===== src/rtl/accum_op_sequencer.sv =====
// rtl/accum_op_sequencer.sv - tagged command FIFO and issue sequencer for the registered accumulator
// Optional overflow sticky flag (Clr_Ovf/Ovf_Sticky) enabled by defining OVF_STICKY_EN.
module accum_op_sequencer #(
  parameter int N     = 16,
  parameter int DEPTH = 4,
  parameter int TW    = 4,
  localparam int AW   = (DEPTH > 1) ? $clog2(DEPTH) : 1,
  localparam int LW   = $clog2(DEPTH) + 1
) (
  input  logic          Clock,
  input  logic          Reset,
  input  logic          Cmd_Valid,
  output logic          Cmd_Ready,
  input  logic [1:0]    Cmd_Op,
  input  logic [N-1:0]  Cmd_Data,
  input  logic [TW-1:0] Cmd_Tag,
  input  logic          Flush,
  output logic [N-1:0]  A,
  output logic [N-1:0]  B,
  output logic          Sel,
  output logic          AddSub,
  input  logic [N-1:0]  Z,
  input  logic          Overflow,
  output logic          Res_Valid,
  output logic [N-1:0]  Res_Z,
  output logic          Res_Ovf,
  output logic [TW-1:0] Res_Tag,
  output logic [LW-1:0] Level,
`ifdef OVF_STICKY_EN
  input  logic          Clr_Ovf,
  output logic          Ovf_Sticky,
`endif
  output logic          Busy
);

  localparam logic [1:0] OP_LOAD = 2'b00;
  localparam logic [1:0] OP_ADD  = 2'b01;
  localparam logic [1:0] OP_SUB  = 2'b10;

  typedef enum logic [0:0] {
    ST_IDLE  = 1'b0,
    ST_FLUSH = 1'b1
  } state_e;

  state_e state_q;

  logic [1:0]    op_mem   [DEPTH];
  logic [N-1:0]  data_mem [DEPTH];
  logic [TW-1:0] tag_mem  [DEPTH];

  logic [AW-1:0] wr_ptr_q, rd_ptr_q, wr_ptr_d, rd_ptr_d;
  logic [LW-1:0] level_q, level_d;

  logic [N-1:0]  a_q, b_q, a_d, b_d;
  logic          sel_q, addsub_q, sel_d, addsub_d;

  logic [2:0]    vld_q;
  logic [TW-1:0] tag_q [3];

  logic          res_valid_q, res_ovf_q;
  logic [N-1:0]  res_z_q;
  logic [TW-1:0] res_tag_q;

  logic full, empty, push, pop, flush_now;
  logic [1:0]    head_op;
  logic [N-1:0]  head_data;
  logic [TW-1:0] head_tag;

  assign full      = (level_q == LW'(DEPTH));
  assign empty     = (level_q == '0);
  assign Cmd_Ready = !full && !Flush && (state_q != ST_FLUSH);
  assign push      = Cmd_Valid && Cmd_Ready;
  assign flush_now = Flush && (state_q == ST_IDLE);
  // The flush edge never issues, so the dropped head cannot leak out.
  assign pop       = (state_q == ST_IDLE) && !Flush && !empty;

  assign head_op   = op_mem[rd_ptr_q];
  assign head_data = data_mem[rd_ptr_q];
  assign head_tag  = tag_mem[rd_ptr_q];

  always_ff @(posedge Clock) begin
    if (push) begin
      op_mem[wr_ptr_q]   <= Cmd_Op;
      data_mem[wr_ptr_q] <= Cmd_Data;
      tag_mem[wr_ptr_q]  <= Cmd_Tag;
    end
  end

  always_comb begin
    wr_ptr_d = wr_ptr_q;
    rd_ptr_d = rd_ptr_q;
    level_d  = level_q;
    if (flush_now) begin
      wr_ptr_d = '0;
      rd_ptr_d = '0;
      level_d  = '0;
    end else begin
      if (push) wr_ptr_d = wr_ptr_q + AW'(1);
      if (pop)  rd_ptr_d = rd_ptr_q + AW'(1);
      level_d = level_q + LW'(push) - LW'(pop);
    end
  end

  // Default is the hold bubble: Sel=1 with B=0 feeds Z back unchanged.
  always_comb begin
    a_d      = '0;
    b_d      = '0;
    sel_d    = 1'b1;
    addsub_d = 1'b0;
    if (pop) begin
      case (head_op)
        OP_LOAD: begin
          a_d   = head_data;
          sel_d = 1'b0;
        end
        OP_ADD: b_d = head_data;
        OP_SUB: begin
          b_d      = head_data;
          addsub_d = 1'b1;
        end
        default: sel_d = 1'b0;
      endcase
    end
  end

  always_ff @(posedge Clock or posedge Reset) begin
    if (Reset) begin
      state_q     <= ST_IDLE;
      wr_ptr_q    <= '0;
      rd_ptr_q    <= '0;
      level_q     <= '0;
      a_q         <= '0;
      b_q         <= '0;
      sel_q       <= 1'b1;
      addsub_q    <= 1'b0;
      vld_q       <= '0;
      tag_q[0]    <= '0;
      tag_q[1]    <= '0;
      tag_q[2]    <= '0;
      res_valid_q <= 1'b0;
      res_z_q     <= '0;
      res_ovf_q   <= 1'b0;
      res_tag_q   <= '0;
    end else begin
      wr_ptr_q <= wr_ptr_d;
      rd_ptr_q <= rd_ptr_d;
      level_q  <= level_d;
      a_q      <= a_d;
      b_q      <= b_d;
      sel_q    <= sel_d;
      addsub_q <= addsub_d;

      // Stage 2 lines up with Z being valid for the op issued three edges earlier.
      vld_q    <= {vld_q[1:0], pop};
      tag_q[0] <= head_tag;
      tag_q[1] <= tag_q[0];
      tag_q[2] <= tag_q[1];

      res_valid_q <= vld_q[2];
      if (vld_q[2]) begin
        res_z_q   <= Z;
        res_ovf_q <= Overflow;
        res_tag_q <= tag_q[2];
      end

      case (state_q)
        ST_IDLE:  if (Flush) state_q <= ST_FLUSH;
        ST_FLUSH: if (vld_q == '0) state_q <= ST_IDLE;
        default:  state_q <= ST_IDLE;
      endcase
    end
  end

`ifdef OVF_STICKY_EN
  logic ovf_sticky_q;

  always_ff @(posedge Clock or posedge Reset) begin
    if (Reset) begin
      ovf_sticky_q <= 1'b0;
    end else if (res_valid_q && res_ovf_q) begin
      ovf_sticky_q <= 1'b1;
    end else if (Clr_Ovf) begin
      ovf_sticky_q <= 1'b0;
    end
  end

  assign Ovf_Sticky = ovf_sticky_q;
`endif

  assign A         = a_q;
  assign B         = b_q;
  assign Sel       = sel_q;
  assign AddSub    = addsub_q;
  assign Res_Valid = res_valid_q;
  assign Res_Z     = res_z_q;
  assign Res_Ovf   = res_ovf_q;
  assign Res_Tag   = res_tag_q;
  assign Level     = level_q;
  assign Busy      = !empty || (vld_q != '0) || (state_q == ST_FLUSH);

endmodule

===== config.mk =====
export PLATFORM = sky130hd
export DESIGN_NAME = accum_op_sequencer
export DESIGN_NICKNAME = d
export VERILOG_FILES = /design/src/rtl/accum_op_sequencer.sv
export SDC_FILE = /design/constraint.sdc
export NUM_CORES = 1
export LEC_CHECK = 0
export BUFFER_PORTS_ARGS = -buffer_cell sky130_fd_sc_hd__buf_2
export CAP_MARGIN = 30
export CORE_MARGIN = 2
export CORE_UTILIZATION = 55
export CTS_BUF_LIST = sky130_fd_sc_hd__clkbuf_8 sky130_fd_sc_hd__clkbuf_16
export DETAILED_ROUTE_END_ITERATION = 10
export GPL_TIMING_DRIVEN = 1
export PLACE_DENSITY_LB_ADDON = 0.08
export SYNTH_ARGS = -nofsm -noshare
export SYNTH_HDL_FRONTEND = slang
export SYNTH_SLANG_ARGS = --single-unit

===== constraint.sdc =====
create_clock -name Clock -period 2.97 [get_ports Clock]
set_clock_uncertainty 0.1 [all_clocks]
set_input_delay 0.1485 -clock Clock [delete_from_list [all_inputs] [get_ports Clock]]
set_output_delay 0.1485 -clock Clock [all_outputs]
set_load 0.02 [all_outputs]

==> results of run 1 <==
-- how the worst min path moves through the flow --
stage                     start                       end  slack (ns)  cells past startpoint
finish                Cmd_Valid   wr_ptr_q[1]$_DFFE_PP0P_        0.08                      3
global route          Cmd_Valid   wr_ptr_q[1]$_DFFE_PP0P_        0.09                      3
CTS                   Cmd_Valid   wr_ptr_q[1]$_DFFE_PP0P_        0.05                      3
detailed placement        Reset     Res_Z[11]$_DFFE_PP0P_        0.02                      2
global placement          Reset     Res_Z[11]$_DFFE_PP0P_        0.02                      2
floorplan           Cmd_Data[0]  data_mem[0][0]$_DFFE_PP_        0.15                      0
-- worst register-to-register path: stages (launching register included) --
cell and delay, ns:
dfrtp_1 0.42, nor2_1 0.31, and3b_1 0.38, inv_1 0.08, ha_1 0.27, inv_1 0.04, ha_1 0.18, fa_1 0.38
xnor2_1 0.21, xnor2_1 0.14, nor2_1 0.05
-- layout make-up --
cell class | instances | share of cell area, %
Multi-Input combinational cell | 117 | 16.8
Clock inverter | 15 | 1.82
Sequential cell | 167 | 60.0
Inverter | 13 | 0.649
Timing Repair Buffer | 155 | 13.1
Clock buffer | 17 | 5.37
Tap cell | 140 | 2.27
-- placed cells by master (no fill, tap or decap), types with 2 or more instances in the layout --
cell / count
dlygate4sd3_1: 42
nor3_1: 2
and2_1: 13
nand2_1: 4
inv_4: 4
a21oi_1: 2
inv_6: 7
nor2_1: 3
and2b_1: 2
nand2b_1: 2
clkinvlp_4: 2
buf_2: 103
and2_4: 9
mux2_2: 21
clkbuf_16: 16
edfxtp_1: 88
nor2b_1: 13
mux4_2: 22
xnor2_1: 2
buf_4: 10
inv_1: 12
ha_1: 8
mux2i_1: 3
dfrtp_1: 77
-- registers in the layout, summed over array words and instances (netlist names) --
register,cells
A,16
AddSub,1
B,16
Level,3
Res_Ovf,1
Res_Tag,4
Res_Valid,1
Res_Z,16
Sel,1
data_mem,64
op_mem,8
rd_ptr_q,2
state_q,1
tag_mem,16
tag_q,12
vld_q,3
wr_ptr_q,2
-- cell usage after synthesis (2+ instances only) --
cell	count	area (µm²)
nor3_1	2	10.0
nand2_1	4	15.0
mux4_2	22	495
buf_2	4	20.0
and2b_1	2	15.0
dfrtp_1	78	1950
and2_4	9	78.8
nor2_1	3	11.3
mux2_2	21	236
inv_1	13	48.8
xnor2_1	2	17.5
ha_1	8	100
a21oi_1	2	10.0
edfxtp_1	88	2640
clkbuf_1	2	7.51
nand2b_1	2	12.5
buf_6	2	22.5
buf_1	2	7.51
and2_1	13	81.3
nor2b_1	13	81.3
mux2i_1	3	30.0
-- stage by stage --
step / util [%] / instance area (µm²) / power, mW
6_report: 71.4 / 7710 / 6.90
5_1_grt: 71.4 / 7710 / 7.29
4_1_cts: 71.4 / 7710 / 7.00
3_5_place_dp: 62.4 / 6730 / 4.91
3_3_place_gp: 62.4 / 6730 / 4.85
2_1_floorplan: - / 6040 / 4.38
-- power groups by stage --
stage	Sequential [mW]	Clock (mW)	Combinational (mW)
detailed placement	3.16	0	1.75
global route	3.16	2.19	1.93
floorplan	3.39	0	0.996
global placement	3.13	0	1.72
finish	3.11	2.04	1.76
CTS	3.11	2.09	1.79
-- cell families (layout without fill, tap and decap cells) --
logic type               Yosys count  after routing  share of synthesized area [%]
multiplexers                      46             46                           12.6
AND/OR/NAND/NOR                   57             57                           6.22
XOR/XNOR                           2              2                          0.290
AO/OA/AOI/OAI                      3              3                          0.311
adder cells (fa/ha/maj)            9              9                           1.99
buffers and inverters             25            200                           2.01
flip-flops                       167            167                           76.6
-- per-layer routing --
metal	routed length, µm	share of wire (%)	up-vias	track usage, %
met5	0	0	-	0
met2	5120	50	87	32.3
met1	4380	43	1514	22.7
met3	508	5.0	13	5.86
met4	131	1.3	0	6.78
li1	-	-	1447	-
==> impl_metrics.env, run 1 <==
export IMPL_status="complete, no violations"
export IMPL_fmax_mhz=375
export IMPL_port_buffers=103
export IMPL_maxSlewViolCount=0
export IMPL_p_leak_nw=3.29
export IMPL_ys_flop_type="edfxtp_1"
export IMPL_max_slew_margin_pct=66.7
export IMPL_comb_power_share_pct=25.5
export IMPL_crit_required_ns=3.28
export IMPL_worstPathCellList="nor2_1 -> and3b_1 -> inv_1 -> ha_1 -> inv_1 -> ha_1 -> fa_1 -> xnor2_1 -> xnor2_1 -> nor2_1"
export IMPL_slowest_stage="dfrtp_1"
export IMPL_ir_drop_mv=0.482
export IMPL_syn_inst=309
export IMPL_worst_slack_ns=0.306
export IMPL_powerDensity_nw_per_um2=896
export IMPL_critical_path_arrival_ns=2.98
export IMPL_endpoint_kind="flip-flop"
export IMPL_drive_gt1_share_pct=41.9
export IMPL_crit_end="Level[2]$_DFF_PP0_"
export IMPL_p_sw_share_pct=29.7
export IMPL_post_drt_wl_per_cell_um=16.3
export IMPL_syn_nets=361
export IMPL_min_period_ns=2.66
export IMPL_nets=523
export IMPL_vias=3061
export IMPL_first_pass_iters=4
export IMPL_switchingPower_mw=2.05
export IMPL_grt_pass1_wl_um=15900
export IMPL_clkPwrFrac_pct=29.5
export IMPL_wl_um=10100
export IMPL_clock_path_buffers=2
export IMPL_cp_startpoint="state_q$_DFF_PP0_"
export IMPL_finalHoldViolCount=0
export IMPL_h_tree_depth=4
export IMPL_syn_area_um2=6040
export IMPL_pwr_share_seq_pct=45.0
export IMPL_core_um2=10800
export IMPL_async_reset_ff_share_pct=47.3
export IMPL_ys_seq_elements=167
export IMPL_syn_mean_instance_area_um2=19.5
export IMPL_worst_pin_slew_ns=0.499
export IMPL_hpwl_um=6260
export IMPL_postCtsHoldBufs=42
export IMPL_clk_latency_ns=0.52
export IMPL_cts_sinks=167
export IMPL_finalNonFillerCells=624
export IMPL_grt_pass1_vias=3221
export IMPL_fin_tns_setup_ns=0
export IMPL_cp_num_cells=10
export IMPL_gp_routability_congestion=0.751
export IMPL_area_growth_pct=27.7
export IMPL_synth_edf_count=88
export IMPL_cts_tree="done"
export IMPL_grt_overflow=0
export IMPL_synth_yosys_seq_area_share_pct=76.6
export IMPL_r2r_start="state_q$_DFF_PP0_"
export IMPL_start_util_pct=55.9
export IMPL_rsz0062_at_grt="no"
export IMPL_clk_pin_slew_ns=0.06
export IMPL_route_detailed_drc=0
export IMPL_drtAntennaViolNets=0
export IMPL_critPathMaxFanout=7
export IMPL_post_drt_via_cell_ratio=4.91
export IMPL_cp_top_family="adder cells"
export IMPL_grt_max_degree=38
export IMPL_grt_use_total_pct=18.9
export IMPL_dieArea_um2=11800
export IMPL_reg2reg_to="Level[2]$_DFF_PP0_"
export IMPL_whs_ns=0.0775
export IMPL_cts_buffers=17
export IMPL_first_iter_violations=119
export IMPL_die_width_um=109
export IMPL_placementRows=38
export IMPL_cts_resized=0
export IMPL_die_h_um=109
export IMPL_crit_type="reg2reg"
export IMPL_antenna_found_initial=0
export IMPL_hold_path_class="in2reg"
export IMPL_post_cts_buffers=0
export IMPL_fillers=699
export IMPL_setup_worst_path_start_class="flip-flop"
export IMPL_critPathBufInv=2
export IMPL_clockRootBuffer="clkbuf_8"
export IMPL_finalSetupViolCount=0
export IMPL_dpl_worst_slack_ns=0.311
export IMPL_critPathMaxStageDelay_ns=0.42
export IMPL_cap_violations=0
export IMPL_n_antenna_cell=0
export IMPL_min_period_over_period_pct=89.7
export IMPL_synth_distinct_cells=35
export IMPL_dp_cells=550
export IMPL_multi_input_area_um2=1290
export IMPL_p_int_mw=4.85
export IMPL_rrSetupSlack_ns=0.31
export IMPL_reg2reg_depth=10
export IMPL_synth_warnings=0
export IMPL_io_pins=104
export IMPL_seq_area_um2=4620
Power figures use the tool's default switching activity.
==> inputs of run 2 (changes only) <==
==> constraint.sdc (replaced) <==
create_clock -name Clock -period 2.97 [get_ports Clock]
set_clock_uncertainty 0.1 [all_clocks]
set_input_delay 0.594 -clock Clock [delete_from_list [all_inputs] [get_ports Clock]]
set_output_delay 0.594 -clock Clock [all_outputs]
set_load 0.02 [all_outputs]
==> run 2 against run 1 <==
  * Register-to-register slack better by 0.06 ns
  * Final cell count is 6.6% lower
  * Worst setup slack worse by 0.081 ns
  * Critical endpoint is now Busy
==> impl_metrics.env, run 2 (synthesized netlist as in run 1, its figures left out) <==
export IMPL_status="complete, no violations"
export IMPL_min_period_over_period_pct=92.5
export IMPL_largest_reg_flops=64
export IMPL_slowest_stage="or3_1"
export IMPL_dpl_worst_slack_ns=0.356
export IMPL_clock_path_buffers=2
export IMPL_first_iter_violations=134
export IMPL_clkPwrFrac_pct=28.8
export IMPL_comb_power_share_pct=26.0
export IMPL_route_detailed_drc=0
export IMPL_finalHoldViolCount=0
export IMPL_placementRows=38
export IMPL_grt_overflow=0
export IMPL_crit_required_ns=2.28
export IMPL_h_tree_depth=4
export IMPL_wl_um=9800
export IMPL_worst_pin_slew_ns=0.431
export IMPL_worst_slack_ns=0.224
export IMPL_io_pins=104
export IMPL_layout_common_cells="103 x buf_2, 88 x edfxtp_1, 77 x dfrtp_1"
export IMPL_core_um2=10800
export IMPL_start_util_pct=55.9
export IMPL_seq_area_um2=4620
export IMPL_nets=482
export IMPL_post_drt_wl_per_cell_um=16.8
export IMPL_post_cts_buffers=0
export IMPL_ir_drop_mv=0.449
export IMPL_fmax_mhz=364
export IMPL_post_drt_via_cell_ratio=5.07
export IMPL_p_leak_nw=3.15
export IMPL_fin_tns_setup_ns=0
export IMPL_cap_violations=0
export IMPL_cts_resized=0
export IMPL_cts_sinks=167
export IMPL_critPathMaxStageDelay_ns=0.49
export IMPL_endpoint_kind="primary output"
export IMPL_critical_path_arrival_ns=2.05
export IMPL_cts_tree="done"
export IMPL_rrSetupSlack_ns=0.37
export IMPL_dieArea_um2=11800
export IMPL_max_slew_margin_pct=71.3
export IMPL_dp_cells=551
export IMPL_rsz0062_at_grt="no"
export IMPL_antenna_found_initial=0
export IMPL_min_period_ns=2.75
export IMPL_maxSlewViolCount=0
export IMPL_final_common_cell="buf_2"
export IMPL_port_buffers=103
export IMPL_grt_pass1_vias=3047
export IMPL_postCtsHoldBufs=0
export IMPL_grt_pass1_wl_um=15600
export IMPL_clk_latency_ns=0.51
export IMPL_p_sw_share_pct=28.8
export IMPL_gp_routability_congestion=0.785
export IMPL_grt_use_total_pct=18.3
export IMPL_die_width_um=109
export IMPL_fillers=760
export IMPL_cts_buffers=17
export IMPL_crit_type="reg2out"
export IMPL_first_pass_iters=4
export IMPL_hpwl_um=6450
export IMPL_clk_pin_slew_ns=0.06
export IMPL_critPathMaxFanout=7
export IMPL_pwr_share_seq_pct=45.2
export IMPL_hold_path_class="in2async"
export IMPL_finalSetupViolCount=0
export IMPL_worstPathCellList="or3_1 -> or3b_2 -> buf_2"
export IMPL_p_int_mw=4.87
export IMPL_grt_max_degree=80
export IMPL_top_register="data_mem"
export IMPL_vias=2953
export IMPL_n_antenna_cell=0
export IMPL_finalNonFillerCells=583
export IMPL_powerDensity_nw_per_um2=931
export IMPL_clockRootBuffer="clkbuf_8"
export IMPL_area_growth_pct=21.7
export IMPL_switchingPower_mw=1.97
export IMPL_drtAntennaViolNets=0
export IMPL_reg2reg_depth=10
export IMPL_setup_worst_path_start_class="flip-flop"
export IMPL_die_h_um=109
export IMPL_drive_gt1_share_pct=44.9
export IMPL_multi_input_area_um2=1290
run 2: changes by cell type in the layout (fill, tap and decap cells not counted):
cell / before / now
dlygate4sd3_1: 42 / 0
clkinv_2: 1 / 5
inv_4: 4 / 1
clkbuf_8: 1 / 2
buf_12: 0 / 5
clkinvlp_4: 2 / 1
clkbuf_16: 16 / 17
inv_6: 7 / 0
inv_1: 12 / 17
buf_4: 10 / 6
run 2: critical path: cells and delay by family, from the launching register on:
| kind | cells | cell delay (ns) |
|---|---|---|
| buf+inv | 1 | 0.17 |
| flops | 1 | 0.42 |
| simple gates | 2 | 0.95 |
run 2: worst paths after layout:
kind                                              to               start
hold reg to reg                   tag_q[1]$_DFF_PP0_  tag_q[5]$_DFF_PP0_
setup / recovery                                Busy  Level[1]$_DFF_PP0_
hold / removal                       B[10]$_DFF_PP0_               Reset
setup reg to reg                  Level[2]$_DFF_PP0_  Level[1]$_DFF_PP0_
max in group asynchronous              Sel$_DFF_PP1_               Reset
min in group Clock         data_mem[0][10]$_DFFE_PP_        Cmd_Data[10]
run 2: power groups by stage:
stage,Sequential (mW),Clock [mW],Combinational [mW]
floorplan,3.39,0,0.996
global placement,3.12,0,1.77
detailed placement,3.14,0,1.81
CTS,3.10,2.01,1.82
global route,3.15,2.13,1.93
finish,3.09,1.97,1.78
run 2: per-stage QoR:
step	area, µm²	power (mW)	hold slack (ns)	util (%)
2_1_floorplan	6040	4.38	0.231	-
3_3_place_gp	6800	4.89	0.233	63.0
3_5_place_dp	6800	4.95	0.237	63.0
4_1_cts	7350	6.93	0.0623	68.1
5_1_grt	7350	7.21	0.0771	68.1
6_report	7350	6.84	0.0557	68.1
run 2: layout make-up:
type | count | share of cell area (%)
clock inverters | 13 | 1.24
clock buffers | 19 | 6.17
multi-input cells | 117 | 17.6
inverters | 13 | 0.681
well taps | 140 | 2.38
flip-flops and latches | 167 | 62.9
repair buffers | 114 | 8.99
run 2: layer usage:
metal  part of all wire (%)  global-route usage (%)
met5                      0                       0
met4                   0.66                    6.32
met3                    5.2                    5.98
met2                     51                    29.9
met1                     43                    23.5
==> inputs of run 3 (changes only) <==
- BUFFER_PORTS_ARGS: -buffer_cell sky130_fd_sc_hd__buf_2 -> default
- DONT_BUFFER_PORTS: default -> 1
- GPL_TIMING_DRIVEN: 1 -> 0
==> run 3 against run 2 <==
  * Via count decreased by 12%
  * Non-clock buffer count decreased by 96
  * Final area decreased by 5.3%
  * Sequential share of layout area increased by 3.5 points
  * Hold slack improved by 0.018 ns
  * Critical endpoint unchanged
==> impl_metrics.env, run 3 (synthesized netlist as in run 1, its figures left out) <==
export IMPL_rrSetupSlack_ns=0.20
export IMPL_largest_reg_flops=64
export IMPL_dp_cells=454
export IMPL_route_detailed_drc=0
export IMPL_cts_tree="done"
export IMPL_crit_type="reg2out"
export IMPL_clockRootBuffer="clkbuf_8"
export IMPL_hold_path_class="in2reg"
export IMPL_clock_path_buffers=2
export IMPL_nets=386
export IMPL_max_slew_margin_pct=56.7
export IMPL_hold_start="Cmd_Op[0]"
export IMPL_first_pass_iters=4
export IMPL_post_drt_wl_per_cell_um=19.3
export IMPL_placementRows=38
export IMPL_critPathMaxFanout=7
export IMPL_post_drt_via_cell_ratio=5.35
export IMPL_cts_sinks=167
export IMPL_powerDensity_nw_per_um2=973
export IMPL_grt_use_total_pct=17.2
export IMPL_drtAntennaViolNets=0
export IMPL_core_um2=10800
export IMPL_hold_depth=0
export IMPL_rsz0062_at_grt="no"
export IMPL_finalHoldViolCount=0
export IMPL_reg2reg_depth=11
export IMPL_critical_path_arrival_ns=2.10
export IMPL_min_period_ns=2.80
export IMPL_fmax_mhz=357
export IMPL_r2r_start="state_q$_DFF_PP0_"
export IMPL_layout_common_cells="88 x edfxtp_1, 78 x dfrtp_1, 22 x mux4_2"
export IMPL_top_register="data_mem"
export IMPL_worst_pin_slew_ns=0.645
export IMPL_ir_drop_mv=0.442
export IMPL_grt_overflow=0
export IMPL_hpwl_um=6280
export IMPL_post_cts_buffers=0
export IMPL_cap_violations=0
export IMPL_clk_latency_ns=0.51
export IMPL_vias=2604
export IMPL_grt_pass1_wl_um=14500
export IMPL_maxSlewViolCount=0
export IMPL_endpoint_kind="primary output"
export IMPL_h_tree_depth=4
export IMPL_die_h_um=109
export IMPL_first_iter_violations=126
export IMPL_io_pins=104
export IMPL_antenna_found_initial=0
export IMPL_min_to="op_mem[1][0]$_DFFE_PP_"
export IMPL_start_util_pct=55.9
export IMPL_die_width_um=109
export IMPL_final_common_cell="edfxtp_1"
export IMPL_reg2reg_to="Level[2]$_DFF_PP0_"
export IMPL_dieArea_um2=11800
export IMPL_status="complete, no violations"
export IMPL_grt_max_degree=54
export IMPL_min_period_over_period_pct=94.2
export IMPL_grt_pass1_vias=2730
export IMPL_finalSetupViolCount=0
export IMPL_drive_gt1_share_pct=28.5
export IMPL_port_buffers=0
export IMPL_gp_routability_congestion=0.702
export IMPL_p_leak_nw=2.74
export IMPL_cts_buffers=17
export IMPL_setup_worst_path_start_class="flip-flop"
export IMPL_n_antenna_cell=0
export IMPL_post_route_util_pct=64.4
export IMPL_wl_um=9390
export IMPL_crit_required_ns=2.28
export IMPL_finalNonFillerCells=487
export IMPL_clk_pin_slew_ns=0.06
export IMPL_area_growth_pct=15.2
## run 3: worst max-delay path, stage by stage, from the launching register on
cell,delay [ns]
dfrtp_1,0.50
or3_1,0.41
buf_2,0.16
or3b_2,0.53
## run 3: how the worst max path moves through the flow
| stage | end | slack, ns | from |
|---|---|---|---|
| detailed placement | Level[2]$_DFF_PP0_ | 0.03 | Flush |
| finish | Busy | 0.17 | Level[1]$_DFF_PP0_ |
| global placement | tag_q[9]$_DFF_PP0_ | -0.51 | Reset |
| CTS | Busy | 0.13 | Level[1]$_DFF_PP0_ |
| floorplan | A[0]$_DFF_PP0_ | 0.25 | Reset |
| global route | Level[2]$_DFF_PP0_ | 0.004 | state_q$_DFF_PP0_ |
## run 3: per-stage QoR
stage          area (µm²)  setup slack [ns]  power (mW)  hold slack [ns]  setup TNS [ns]
5_1_grt              6950           0.00408        7.11           0.0291               0
6_report             6950             0.171        6.77           0.0740               0
2_1_floorplan        6040             0.254        4.38            0.231               0
3_5_place_dp         6350            0.0345        4.72            0.236               0
3_3_place_gp         6210            -0.506        4.64            0.232          -38.92
4_1_cts              6950             0.134        6.86           0.0463               0
## run 3: area by class of cell
class | count | area, µm²
flip-flops and latches | 167 | 4620
fillers | 759 | 3840
multi-input cells | 117 | 1290
clock buffers | 20 | 467
well taps | 140 | 175
repair buffers | 6 | 148
clock inverters | 12 | 125
plain buffers | 12 | 72.6
inverters | 13 | 51.3
## run 3: repair_timing
item / 4_1_cts / 5_1_grt
endpoints found under the hold margin: 26 / 0
hold buffers: 1 / 0
gates resized for setup: 0 / 0
## run 3: per-layer routing
layer | global-route usage (%) | routed length, µm
met4 | 6.04 | 92
met5 | 0 | 0
met3 | 8.37 | 748
met1 | 20.7 | 3830
met2 | 27.2 | 4720
## run 3: report_power, final
| group | switching (mW) | internal, mW |
|---|---|---|
| logic | 0.565 | 0.659 |
| clock network | 0.842 | 1.29 |
| registers | 0.524 | 2.89 |
| total | 1.93 | 4.83 |
